===== src/rtl/ctrl_pkg.sv =====
// Shared definitions for the multicycle controller with interrupts:
// opcodes, FSM states, pc_source codes and the ctrl bundle layout.
package ctrl_pkg;

  localparam logic [5:0] OP_RTYPE = 6'b000000;
  localparam logic [5:0] OP_J     = 6'b000010;
  localparam logic [5:0] OP_JAL   = 6'b000011;
  localparam logic [5:0] OP_BEQ   = 6'b000100;
  localparam logic [5:0] OP_LW    = 6'b100011;
  localparam logic [5:0] OP_SW    = 6'b101011;
  localparam logic [5:0] OP_RFE   = 6'b010000;

  typedef enum logic [2:0] {
    S_FETCH  = 3'd0,
    S_DECODE = 3'd1,
    S_EXEC   = 3'd2,
    S_MEM_WB = 3'd3,
    S_MEM_RD = 3'd4,
    S_IRQ    = 3'd5
  } state_t;

  localparam logic [2:0] PCS_SEQ = 3'b000;
  localparam logic [2:0] PCS_BR  = 3'b001;
  localparam logic [2:0] PCS_JMP = 3'b010;
  localparam logic [2:0] PCS_IRQ = 3'b011;
  localparam logic [2:0] PCS_EPC = 3'b100;

  localparam logic [1:0] ALU_ADD   = 2'b00;
  localparam logic [1:0] ALU_SUB   = 2'b01;
  localparam logic [1:0] ALU_FUNCT = 2'b10;
  localparam logic [1:0] ALU_IMM   = 2'b11;

  localparam logic [1:0] SRCB_REG  = 2'b00;
  localparam logic [1:0] SRCB_FOUR = 2'b01;
  localparam logic [1:0] SRCB_IMM  = 2'b10;
  localparam logic [1:0] SRCB_BR   = 2'b11;

  localparam logic [1:0] WDST_RT = 2'b00;
  localparam logic [1:0] WDST_RD = 2'b01;
  localparam logic [1:0] WDST_RA = 2'b10;

  localparam logic [1:0] WDAT_ALU = 2'b00;
  localparam logic [1:0] WDAT_MEM = 2'b01;
  localparam logic [1:0] WDAT_PC  = 2'b10;

  // ctrl bit offsets, LSB first
  localparam int CF_MMIO_LOAD     = 0;
  localparam int CF_IMM_COM       = 1;
  localparam int CF_PC_WRITE_COND = 2;
  localparam int CF_PC_WRITE      = 3;
  localparam int CF_IR_WRITE      = 4;
  localparam int CF_REG_WRITE     = 5;
  localparam int CF_I_OR_D        = 6;
  localparam int CF_MEM_WRITE     = 7;
  localparam int CF_MEM_READ      = 8;
  localparam int CF_PC_SOURCE     = 9;
  localparam int CF_WREG_DATA_SEL = 12;
  localparam int CF_WREG_DST      = 14;
  localparam int CF_ALU_SRC_B     = 16;
  localparam int CF_ALU_SRC_A     = 18;
  localparam int CF_ALU_OP        = 19;
  localparam int CTRL_W           = 21;

  function automatic logic is_itype(input logic [5:0] op);
    return op[5:3] == 3'b001;
  endfunction

endpackage


===== src/rtl/mc_ctrl_irq_if.sv =====
// Controller <-> datapath/peripheral signal bundle.
// master: controller side; slave: datapath side.
interface mc_ctrl_irq_if #(
  parameter int NUM_IRQ  = 4,
  parameter int NUM_MMIO = 2
);
  import ctrl_pkg::*;

  logic [5:0]          opcode;
  logic [31:0]         alu_out;
  logic [NUM_IRQ-1:0]  irq;
  logic [CTRL_W-1:0]   ctrl;
  logic                int_save_pc;
  logic [NUM_IRQ-1:0]  irq_ack;
  logic [2:0]          irq_id;
  logic [NUM_MMIO-1:0] mmio_rd;
  logic [NUM_MMIO-1:0] mmio_wr;
  logic [NUM_MMIO-1:0] mmio_rd_end;

  modport master (
    input  opcode, alu_out, irq,
    output ctrl, int_save_pc, irq_ack, irq_id,
    output mmio_rd, mmio_wr, mmio_rd_end
  );

  modport slave (
    output opcode, alu_out, irq,
    input  ctrl, int_save_pc, irq_ack, irq_id,
    input  mmio_rd, mmio_wr, mmio_rd_end
  );

endinterface


===== src/rtl/irq_pend.sv =====
// Interrupt edge detect, pending latch and lowest-index priority pick.
// A new edge on the source being acknowledged keeps it pending.
module irq_pend #(
  parameter int NUM_IRQ = 4
) (
  input  logic               clk,
  input  logic               rst,
  input  logic [NUM_IRQ-1:0] irq_i,
  input  logic               ack_i,
  output logic               any_o,
  output logic [2:0]         id_o,
  output logic [NUM_IRQ-1:0] oh_o
);

  logic [NUM_IRQ-1:0] irq_q;
  logic [NUM_IRQ-1:0] pend_q, pend_d;

  always_comb begin
    id_o = '0;
    for (int i = NUM_IRQ - 1; i >= 0; i--) begin
      if (pend_q[i]) id_o = 3'(i);
    end
    any_o = |pend_q;
    oh_o  = any_o ? (NUM_IRQ'(1) << id_o) : '0;
  end

  always_comb begin
    pend_d = pend_q;
    if (ack_i) pend_d = pend_d & ~oh_o;
    pend_d = pend_d | (irq_i & ~irq_q);
  end

  always_ff @(posedge clk or posedge rst) begin
    if (rst) begin
      irq_q  <= '0;
      pend_q <= '0;
    end else begin
      irq_q  <= irq_i;
      pend_q <= pend_d;
    end
  end

endmodule


===== src/rtl/mc_ctrl_irq.sv =====
// Multicycle controller FSM with vectored interrupt entry/return.
// Define CTRL_MMIO_EN to decode LW/SW addresses onto MMIO strobes.
module mc_ctrl_irq #(
  parameter int NUM_IRQ  = 4,
  parameter int NUM_MMIO = 2,
  parameter logic [32*NUM_MMIO-1:0] MMIO_ADDRS =
    {32'h0000_01EC, 32'h0000_0204}
) (
  input  logic         clk,
  input  logic         rst,
  mc_ctrl_irq_if.master bus
);
  import ctrl_pkg::*;

  state_t state_q, state_d;
  logic   inten_q, inten_d;
  logic   hit_q, hit_d;
  logic [1:0] sel_q, sel_d;

  logic       mm_hit;
  logic [1:0] mm_sel;
  logic       pend_any;
  logic [2:0] pend_id;
  logic [NUM_IRQ-1:0] pend_oh;
  logic       ack_en;
  logic [CTRL_W-1:0] c;

  logic op_lw, op_sw, op_r, op_i;
  logic op_beq, op_j, op_jal, op_rfe;

  irq_pend #(.NUM_IRQ(NUM_IRQ)) u_pend (
    .clk   (clk),
    .rst   (rst),
    .irq_i (bus.irq),
    .ack_i (ack_en),
    .any_o (pend_any),
    .id_o  (pend_id),
    .oh_o  (pend_oh)
  );

  assign op_lw  = bus.opcode == OP_LW;
  assign op_sw  = bus.opcode == OP_SW;
  assign op_r   = bus.opcode == OP_RTYPE;
  assign op_i   = is_itype(bus.opcode);
  assign op_beq = bus.opcode == OP_BEQ;
  assign op_j   = bus.opcode == OP_J;
  assign op_jal = bus.opcode == OP_JAL;
  assign op_rfe = bus.opcode == OP_RFE;

`ifdef CTRL_MMIO_EN
  // descending scan so the lowest matching slot wins
  always_comb begin
    mm_hit = 1'b0;
    mm_sel = '0;
    for (int k = NUM_MMIO - 1; k >= 0; k--) begin
      if (bus.alu_out == MMIO_ADDRS[32*k +: 32]) begin
        mm_hit = 1'b1;
        mm_sel = 2'(k);
      end
    end
  end
`else
  logic unused_cfg;
  assign unused_cfg = ^{MMIO_ADDRS, bus.alu_out};
  assign mm_hit = 1'b0;
  assign mm_sel = '0;
`endif

  always_comb begin
    state_d         = state_q;
    inten_d         = inten_q;
    hit_d           = hit_q;
    sel_d           = sel_q;
    c               = '0;
    ack_en          = 1'b0;
    bus.int_save_pc = 1'b0;
    bus.mmio_rd     = '0;
    bus.mmio_wr     = '0;
    bus.mmio_rd_end = '0;
    if (!rst) begin
      unique case (state_q)
        S_FETCH: begin
          if (inten_q && pend_any) begin
            bus.int_save_pc = 1'b1;
            state_d         = S_IRQ;
          end else begin
            c[CF_MEM_READ]          = 1'b1;
            c[CF_IR_WRITE]          = 1'b1;
            c[CF_PC_WRITE]          = 1'b1;
            c[CF_ALU_SRC_B +: 2]    = SRCB_FOUR;
            c[CF_ALU_OP +: 2]       = ALU_ADD;
            c[CF_PC_SOURCE +: 3]    = PCS_SEQ;
            state_d                 = S_DECODE;
          end
        end
        S_DECODE: begin
          c[CF_ALU_SRC_B +: 2] = SRCB_BR;
          state_d              = S_EXEC;
        end
        S_EXEC: begin
          state_d = S_FETCH;
          unique case (1'b1)
            op_lw, op_sw: begin
              c[CF_ALU_SRC_A]      = 1'b1;
              c[CF_ALU_SRC_B +: 2] = SRCB_IMM;
              state_d              = S_MEM_WB;
            end
            op_r: begin
              c[CF_ALU_SRC_A]      = 1'b1;
              c[CF_ALU_SRC_B +: 2] = SRCB_REG;
              c[CF_ALU_OP +: 2]    = ALU_FUNCT;
              state_d              = S_MEM_WB;
            end
            op_i: begin
              c[CF_ALU_SRC_A]      = 1'b1;
              c[CF_ALU_SRC_B +: 2] = SRCB_IMM;
              c[CF_ALU_OP +: 2]    = ALU_IMM;
              c[CF_IMM_COM]        = 1'b1;
              state_d              = S_MEM_WB;
            end
            op_beq: begin
              c[CF_ALU_SRC_A]      = 1'b1;
              c[CF_ALU_OP +: 2]    = ALU_SUB;
              c[CF_PC_WRITE_COND]  = 1'b1;
              c[CF_PC_SOURCE +: 3] = PCS_BR;
            end
            op_j: begin
              c[CF_PC_WRITE]       = 1'b1;
              c[CF_PC_SOURCE +: 3] = PCS_JMP;
            end
            op_jal: begin
              c[CF_PC_WRITE]           = 1'b1;
              c[CF_PC_SOURCE +: 3]     = PCS_JMP;
              c[CF_REG_WRITE]          = 1'b1;
              c[CF_WREG_DST +: 2]      = WDST_RA;
              c[CF_WREG_DATA_SEL +: 2] = WDAT_PC;
            end
            op_rfe: begin
              c[CF_PC_WRITE]       = 1'b1;
              c[CF_PC_SOURCE +: 3] = PCS_EPC;
              inten_d              = 1'b1;
            end
            default: ;
          endcase
        end
        S_MEM_WB: begin
          state_d = S_FETCH;
          unique case (1'b1)
            op_lw: begin
              hit_d   = mm_hit;
              sel_d   = mm_sel;
              state_d = S_MEM_RD;
              if (mm_hit) begin
                c[CF_MMIO_LOAD] = 1'b1;
                bus.mmio_rd     = NUM_MMIO'(1) << mm_sel;
              end else begin
                c[CF_MEM_READ] = 1'b1;
                c[CF_I_OR_D]   = 1'b1;
              end
            end
            op_sw: begin
              if (mm_hit) begin
                bus.mmio_wr = NUM_MMIO'(1) << mm_sel;
              end else begin
                c[CF_MEM_WRITE] = 1'b1;
                c[CF_I_OR_D]    = 1'b1;
              end
            end
            op_r: begin
              c[CF_REG_WRITE]          = 1'b1;
              c[CF_WREG_DST +: 2]      = WDST_RD;
              c[CF_WREG_DATA_SEL +: 2] = WDAT_ALU;
            end
            op_i: begin
              c[CF_REG_WRITE]     = 1'b1;
              c[CF_WREG_DST +: 2] = WDST_RT;
            end
            default: ;
          endcase
        end
        S_MEM_RD: begin
          c[CF_REG_WRITE]          = 1'b1;
          c[CF_WREG_DATA_SEL +: 2] = WDAT_MEM;
          if (hit_q) bus.mmio_rd_end = NUM_MMIO'(1) << sel_q;
          hit_d   = 1'b0;
          state_d = S_FETCH;
        end
        S_IRQ: begin
          c[CF_PC_WRITE]       = 1'b1;
          c[CF_PC_SOURCE +: 3] = PCS_IRQ;
          ack_en               = 1'b1;
          inten_d              = 1'b0;
          state_d              = S_FETCH;
        end
        default: state_d = S_FETCH;
      endcase
    end
  end

  assign bus.ctrl    = c;
  assign bus.irq_ack = ack_en ? pend_oh : '0;
  assign bus.irq_id  = ack_en ? pend_id : '0;

  always_ff @(posedge clk or posedge rst) begin
    if (rst) begin
      state_q <= S_FETCH;
      inten_q <= 1'b1;
      hit_q   <= 1'b0;
      sel_q   <= '0;
    end else begin
      state_q <= state_d;
      inten_q <= inten_d;
      hit_q   <= hit_d;
      sel_q   <= sel_d;
    end
  end

endmodule


===== src/flat_wrapper.sv =====
// flat-port wrapper written by rule: the top's interface ports become plain ports
module mc_ctrl_irq_flat import ctrl_pkg::*;
#(
  parameter int NUM_IRQ  = 4,
  parameter int NUM_MMIO = 2,
  parameter logic [32*NUM_MMIO-1:0] MMIO_ADDRS =
    {32'h0000_01EC, 32'h0000_0204}
)
  (clk, rst, bus_opcode, bus_alu_out, bus_irq, bus_ctrl, bus_int_save_pc, bus_irq_ack, bus_irq_id, bus_mmio_rd, bus_mmio_wr, bus_mmio_rd_end);
  mc_ctrl_irq_if #(.NUM_IRQ(NUM_IRQ), .NUM_MMIO(NUM_MMIO)) bus_i ();
  input  logic clk;
  input  logic rst;
  input wire logic [$bits(bus_i.opcode)-1:0] bus_opcode;
  input wire logic [$bits(bus_i.alu_out)-1:0] bus_alu_out;
  input wire logic [$bits(bus_i.irq)-1:0] bus_irq;
  output wire logic [$bits(bus_i.ctrl)-1:0] bus_ctrl;
  output wire logic [$bits(bus_i.int_save_pc)-1:0] bus_int_save_pc;
  output wire logic [$bits(bus_i.irq_ack)-1:0] bus_irq_ack;
  output wire logic [$bits(bus_i.irq_id)-1:0] bus_irq_id;
  output wire logic [$bits(bus_i.mmio_rd)-1:0] bus_mmio_rd;
  output wire logic [$bits(bus_i.mmio_wr)-1:0] bus_mmio_wr;
  output wire logic [$bits(bus_i.mmio_rd_end)-1:0] bus_mmio_rd_end;
  assign bus_i.opcode = bus_opcode;
  assign bus_i.alu_out = bus_alu_out;
  assign bus_i.irq = bus_irq;
  assign bus_ctrl = bus_i.ctrl;
  assign bus_int_save_pc = bus_i.int_save_pc;
  assign bus_irq_ack = bus_i.irq_ack;
  assign bus_irq_id = bus_i.irq_id;
  assign bus_mmio_rd = bus_i.mmio_rd;
  assign bus_mmio_wr = bus_i.mmio_wr;
  assign bus_mmio_rd_end = bus_i.mmio_rd_end;
  mc_ctrl_irq #(.NUM_IRQ(NUM_IRQ), .NUM_MMIO(NUM_MMIO), .MMIO_ADDRS(MMIO_ADDRS)) u_core (.clk(clk), .rst(rst), .bus(bus_i));
endmodule

===== config.mk =====
export PLATFORM = sky130hd
export DESIGN_NAME = mc_ctrl_irq_flat
export DESIGN_NICKNAME = d
export VERILOG_FILES = /design/src/rtl/ctrl_pkg.sv /design/src/rtl/mc_ctrl_irq_if.sv /design/src/rtl/irq_pend.sv /design/src/rtl/mc_ctrl_irq.sv /design/src/flat_wrapper.sv
export SDC_FILE = /design/constraint.sdc
export NUM_CORES = 1
export LEC_CHECK = 0
export CORE_ASPECT_RATIO = 1.5
export CORE_MARGIN = 1
export CORE_UTILIZATION = 29
export DETAILED_ROUTE_END_ITERATION = 12
export PLACE_DENSITY = 0.74
export SYNTH_ARGS = -nofsm -noshare
export SYNTH_HDL_FRONTEND = slang
export SYNTH_SLANG_ARGS = --single-unit

===== constraint.sdc =====
create_clock -name clk -period 1.4 [get_ports clk]
set_input_delay 0.14 -clock clk [delete_from_list [all_inputs] [get_ports clk]]
set_output_delay 0.14 -clock clk [all_outputs]
set_load 0.01 [all_outputs]

==> flow_summary_export.csv, run 1 <==
group,metric,value,unit
setup_path,path_max_fanout,4,
synthesis,synthTopCellsByArea,"dfrtp_1 28%, buf_4 7.0%, nor2_1 4.3%",
synthesis,syn_area,966,µm²
clock_network,clk_path_buf_depth,2,
final_layout,nNetsFinal,255,
floorplanning,rows,25,
place,hpwl,2.17,mm
final_layout,drive_above_1_share,61.4,%
global_routing,grt_pass1_wl,5.49,mm
synthesis,synth_top_cell_by_area,"dfrtp_1",
timing,rsz0062_at_grt,"yes",
timing,final-hold-violation-count,0,
timing,slew_viol_final,0,
clock_network,cts_tree,"done",
timing,fin_worst_skew,0.000566,ns
pwr,leakage,1.03,nW
floorplanning,io_pins,79,
place,dpl_cell_area,0.00156,mm²
drt,routedWlPerCell,14.3,µm
global_routing,grt_overflow,0,
drt,firstDrtPassIters,4,
timing,worst_slack,-0.427,ns
setup_path,max_stage_delay,0.44,ns
drt,vias_per_cell,4.94,
synthesis,synth_commonest_cells,"11 x dfrtp_1, 11 x nor2_1, 10 x inv_1",
synthesis,synth-main-ff-cell,"dfrtp_1",
global_routing,grt_max_degree,13,
floorplanning,initial_core_util,30.6,%
global_routing,first_global_vias,1214,
global_routing,grt_usage,20.1,%
drt,drt_iter0_markers,34,
clock_network,cts_hold_buf,0,
setup_path,crit_slowest_cell,"dfrtp_2",
pwr,ir_worst_vdd,0.552,mV
synthesis,syn_avg_cell_area,8.40,µm²
synthesis,yosysWarnings,0,
drt,via_count,1234,
setup_path,reg2reg_depth,7,
clock_network,cts_buffers,3,
place,gp_congestion,0.848,
run_status,status,"complete, but fails checks",
clock_network,cts.clk_slew.worst_paths,0.05,ns
final_layout,fin_util,63.8,%
worst_hold_path,hp-class,"in2async",
timing,finalCriticalPeriod,1.83,ns
setup_path,worstSetupStartpoint,"u_core.state_q[0]",
timing,fmax,547,MHz
synthesis,synth_seq_cells,12,
setup_path,rr_endpoint,"u_core.state_q[2]",
clock_network,cts.sinks,12,
synthesis,syn-instance-count,115,
clock_network,h-tree-depth,1,
clock_network,clockRootBuffer,"clkbuf_8",
setup_path,critical_path_class,"reg2out",
setup_path,crit_path_start_kind,"flip-flop",
synthesis,yosysUniqueCellTypes,43,
drt,drc,0,
clock_network,clkLatencyLatePin,0.25,ns
setup_path,path_cells,"buf_12, nor4b_4, buf_4, nand2_1, o211ai_1, buf_2",
floorplanning,fp.dieW,49.1,µm
synthesis,synth_edf_count,0,
timing,finalSetupViolCount,32,
floorplanning,die_area,0.00357,mm²
floorplanning,die_height,72.7,µm
floorplanning,core,0.00316,mm²
synthesis,yosysSeqAreaShare,31.2,%
pwr,power.density,955,mW/mm²
setup_path,cp.required,1.26,ns
run_status,failed_checks,"negative setup slack",
synthesis,yosys.area.top_type_share,28.5,%
setup_path,crit_path_end,"bus_ctrl[3]",
flow_run,max_cap_viol_count,0,
final_layout,fin_area,0.00202,mm²
setup_path,crit_arrival,1.69,ns
setup_path,critPathCaptureType,"output port",
setup_path,rr_startpoint,"u_core.u_pend.pend_q[1]",
final_layout,n_antenna_cell,0,
timing,fin_crit_sh,130,%
setup_path,reg2reg_slack,-0.28,ns
place,portBuffers,38,
drt,ant_nets,0,
synthesis,synthArstFlopShare,100,%
global_routing,antenna_found_initial,0,
final_layout,syn2layout_area_growth,109,%
drt,postRouteWirelength,3.59,mm
==> critical path: cells and delay by family (launching register included) <==
| kind | cells | cell delay [ns] |
|---|---|---|
| AOI/OAI and AO/OA | 1 | 0.18 |
| buffers and inverters | 3 | 0.48 |
| DFF | 1 | 0.44 |
| and+or+nand+nor | 2 | 0.33 |
==> flip-flops by register name (all words and copies together) (netlist names) <==
signal                cells
u_core.state_q            3
u_core.u_pend.pend_q      4
u_core.inten_q            1
u_core.u_pend.irq_q       4
==> metrics by stage <==
step / std cells / setup TNS [ns] / hold slack (ns) / worst slack (ns) / power, mW
final: 250 / -9.05 / 0.191 / -0.427 / 1.93
after global routing: 250 / -11.93 / 0.231 / -0.543 / 2.03
after CTS: 240 / -8.08 / 0.202 / -0.432 / 1.77
after detailed placement: 212 / -19.08 / 0.426 / -0.766 / 1.12
after global placement: 212 / -18.48 / 0.412 / -0.736 / 1.10
after floorplan: 122 / -0.485 / 0.171 / -0.117 / 0.813
==> placed cells by master (no fill, tap or decap), drive strengths merged, types with 2 or more instances in the layout <==
cell type      instances
o21a                   2
nor4b                  4
o21ai                  7
nor4                   5
a21oi                  3
nor2                  11
dlygate4sd2            5
o41ai                  2
nand4bb                2
nor3                   6
buf                   89
clkbuf                 4
nand2                  7
nand4b                 2
a22o                   2
nor3b                  3
conb                   8
nor2b                  3
clkdlybuf4s50          6
inv                   10
dfrtp                 11
==> kinds of logic after synthesis <==
family | after synthesis | synth area share [%]
AO/OA/AOI/OAI | 22 | 17.4
buffers and inverters | 27 | 15.3
flip-flops | 12 | 31.2
multiplexers | 1 | 1.04
other | 1 | 0.388
AND/OR/NAND/NOR | 52 | 34.7
==> per-layer routing <==
metal  part of all wire (%)  GRT usage (%)
met1                     37           20.5
met2                     57           39.1
met3                    2.9           2.29
met4                    2.6           10.5
met5                      0              0
==> final cells by class <==
| cell class | instances | area, µm² |
|---|---|---|
| well taps | 40 | 50.0 |
| repair buffers | 101 | 830 |
| fillers | 240 | 1140 |
| clock buffers | 4 | 55.1 |
| multi-input cells | 83 | 738 |
| flip-flops and latches | 12 | 307 |
| inverters | 10 | 37.5 |
==> report_power, final <==
group	switching, mW	total, mW	internal (mW)
registers	0.0511	0.449	0.398
logic	0.470	1.09	0.624
clock network	0.135	0.383	0.249
==> worst min path at each step <==
stage	startpoint	to	slack [ns]	cells after the start
after floorplan	rst	u_core.state_q[0]	0.17	2
after global placement	u_core.u_pend.irq_q[0]	u_core.u_pend.pend_q[0]	0.41	1
after detailed placement	u_core.u_pend.irq_q[0]	u_core.u_pend.pend_q[0]	0.43	1
after CTS	rst	u_core.state_q[1]	0.20	3
after global routing	rst	u_core.state_q[1]	0.23	3
final	rst	u_core.state_q[1]	0.19	3
==> timing repair <==
item	4_1_cts	5_1_grt
pin swaps	16	11
gates resized for setup	148	28
endpoints found under the setup margin	29	34
setup buffers	25	10
(Power assumes the default switching activity.)
==> run 2: changes to the inputs <==
--- a/config.mk
+++ b/config.mk
@@ -5,11 +5,11 @@
 export SDC_FILE = /design/constraint.sdc
 export NUM_CORES = 1
 export LEC_CHECK = 0
-export CORE_ASPECT_RATIO = 1.5
 export CORE_MARGIN = 1
-export CORE_UTILIZATION = 29
+export CORE_UTILIZATION = 55
 export DETAILED_ROUTE_END_ITERATION = 12
-export PLACE_DENSITY = 0.74
+export DONT_BUFFER_PORTS = 1
+export PLACE_DENSITY = 0.71
 export SYNTH_ARGS = -nofsm -noshare
 export SYNTH_HDL_FRONTEND = slang
 export SYNTH_SLANG_ARGS = --single-unit
==> flow_summary_export.csv, run 2 (same netlist as run 1, synthesis figures left out) <==
group,metric,value,unit
setup_path,max_stage_delay,0.42,ns
pwr,p_switching,0.561,mW
timing,fin_worst_skew,0.00723,ns
timing,holdWs,0.0247,ns
pwr,p_sw_share,37.6,%
drt,drc,0,
final_layout,final_common_cell,"buf_4",
final_layout,final_cell_mix,"19 x buf_4, 9 x buf_6, 9 x dfrtp_1",
timing,fmax,576,MHz
setup_path,reg2reg_slack,-0.09,ns
global_routing,grt_overflow,0,
timing,rsz0062_at_grt,"yes",
clock_network,cts_tree,"done",
pwr,power.density,1020,mW/mm²
floorplanning,fp.dieW,43.9,µm
global_routing,grt_pass1_wl,4.17,mm
drt,routedWlPerCell,19.6,µm
clock_network,clkLatencyLatePin,0.27,ns
setup_path,crit_family,"simple AND/OR/NAND/NOR gates",
floorplanning,rows,14,
timing,fin_crit_sh,124,%
final_layout,instances_no_fill,159,
final_layout,nFillCells,53,
timing,final-hold-violation-count,0,
floorplanning,die_height,43.9,µm
timing,finalCriticalPeriod,1.74,ns
final_layout,nNetsFinal,188,
pwr,p_comb_share,51.2,%
clock_network,cts.clk_slew.worst_paths,0.08,ns
place,portBuffers,0,
setup_path,rr_startpoint,"u_core.state_q[1]",
setup_path,crit_slowest_cell,"dfrtp_1",
clock_network,h-tree-depth,1,
worst_hold_path,min_to,"u_core.u_pend.pend_q[2]",
final_layout,top_regs,"u_core.u_pend.irq_q (4), u_core.u_pend.pend_q (4), u_core.state_q (3)",
setup_path,critical_path_class,"reg2out",
setup_path,critPathBufInv,0,
place,dpl.cell_count,143,
global_routing,antenna_found_initial,0,
clock_network,clockRootBuffer,"clkbuf_4",
setup_path,crit_path_start_kind,"flip-flop",
flow_run,max_cap_viol_count,0,
drt,drt_iter0_markers,30,
place,hpwl,1.67,mm
final_layout,seq_area,304,µm²
setup_path,reg2reg_depth,4,
timing,finalSetupViolCount,31,
setup_path,crit_arrival,1.60,ns
drt,firstDrtPassIters,4,
pwr,ir_worst_vdd,0.784,mV
global_routing,met2_usage,49.9,%
run_status,status,"complete, but fails checks",
final_layout,n_antenna_cell,0,
setup_path,cp.required,1.26,ns
global_routing,grt_usage,28.6,%
final_layout,syn2layout_area_growth,51.9,%
final_layout,drive_above_1_share,46.9,%
setup_path,rr_endpoint,"u_core.u_pend.pend_q[3]",
run_status,failed_checks,"negative setup slack",
worst_hold_path,holdCritStartpoint,"bus_irq[2]",
clock_network,clk_path_buf_depth,2,
global_routing,grt_max_degree,14,
floorplanning,initial_core_util,61.3,%
timing,finalSetupTns,-6.25,ns
floorplanning,die_area,0.00193,mm²
timing,relSlewSlack,67.1,%
worst_hold_path,hp-class,"in2reg",
pwr,internal_power,0.931,mW
floorplanning,core,0.00158,mm²
setup_path,path_depth,3,
setup_path,path_max_fanout,4,
drt,via_count,1004,
pwr,leakage,0.648,nW
global_routing,first_global_vias,934,
global_routing,busiest_layer,"met2",
timing,slew_viol_final,0,
place,gp_congestion,0.832,
drt,ant_nets,0,
pwr,fin_total_pwr,1.49,mW
drt,postRouteWirelength,3.11,mm
timing,worst_slack,-0.335,ns
drt,vias_per_cell,6.31,
global_routing,met3_usage,4.17,%
pwr,seqPwrFrac,30.8,%
floorplanning,io_pins,79,
setup_path,path_cells,"nand4bb_1, or3_4, nor3b_4",
final_layout,multi_input_area,751,µm²
setup_path,critPathCaptureType,"output port",
timing,worst_pin_slew,0.489,ns
clock_network,cts.sinks,12,
place,dp_slack,-0.115,ns
clock_network,cts_buffers,3,
global_routing,grt_use_met1,35.0,%
worst_hold_path,whs_path_depth,1,
pwr,clkPwrFrac,18.0,%
==> run 2: cell types whose count changed in the layout (fill, tap and decap cells not counted), sizes merged <==
cell	change
dlygate4sd3	+5
dlygate4sd1	-1
dlygate4sd2	-5
clkdlybuf4s50	-6
buf	-60
==> run 2: repair_timing <==
item / 4_1_cts / 5_1_grt
hold endpoints to repair: 15 / 0
hold buffers: 5 / 0
endpoints found under the setup margin: 32 / 31
setup buffers: 6 / 3
gates resized for setup: 37 / 16
pin swaps: 15 / 10
==> run 2: routing by layer <==
layer	vias up	share of wire (%)	routed length [µm]
met2	63	52	1630
met3	12	5.2	163
met4	0	3.4	106
li1	452	-	-
met5	-	0	0
met1	477	39	1210
==> run 2: final cells by class <==
| class | count | area share, % |
|---|---|---|
| clock buffer | 4 | 2.47 |
| inverter | 10 | 2.90 |
| multi-input combinational | 83 | 51.2 |
| sequential | 12 | 20.7 |
| tap | 16 | 1.36 |
| timing repair buffer | 34 | 21.4 |
==> run 2: power by group through the flow <==
stage | Sequential (mW) | Combinational, mW | Clock [mW]
4_1_cts | 0.452 | 0.656 | 0.269
2_1_floorplan | 0.416 | 0.396 | 0
3_3_place_gp | 0.452 | 0.463 | 0
5_1_grt | 0.464 | 0.809 | 0.282
6_report | 0.460 | 0.763 | 0.268
3_5_place_dp | 0.456 | 0.470 | 0
==> run 2: how the worst max path moves through the flow <==
stage	slack [ns]	to	start
final	-0.34	bus_irq_ack[3]	u_core.state_q[1]
after global routing	-0.39	bus_ctrl[16]	u_core.u_pend.pend_q[1]
after CTS	-0.32	bus_ctrl[18]	u_core.state_q[2]
after detailed placement	-0.11	bus_ctrl[18]	u_core.state_q[2]
after global placement	-0.09	bus_ctrl[18]	u_core.state_q[2]
after floorplan	-0.12	bus_irq_ack[3]	u_core.state_q[1]
==> run 2: through the flow <==
step	instance area, µm²	utilization, %
finish	1470	93.1
global route	1470	93.1
CTS	1380	87.5
detailed placement	1100	70.1
global placement	1100	70.1
floorplan	1020	-
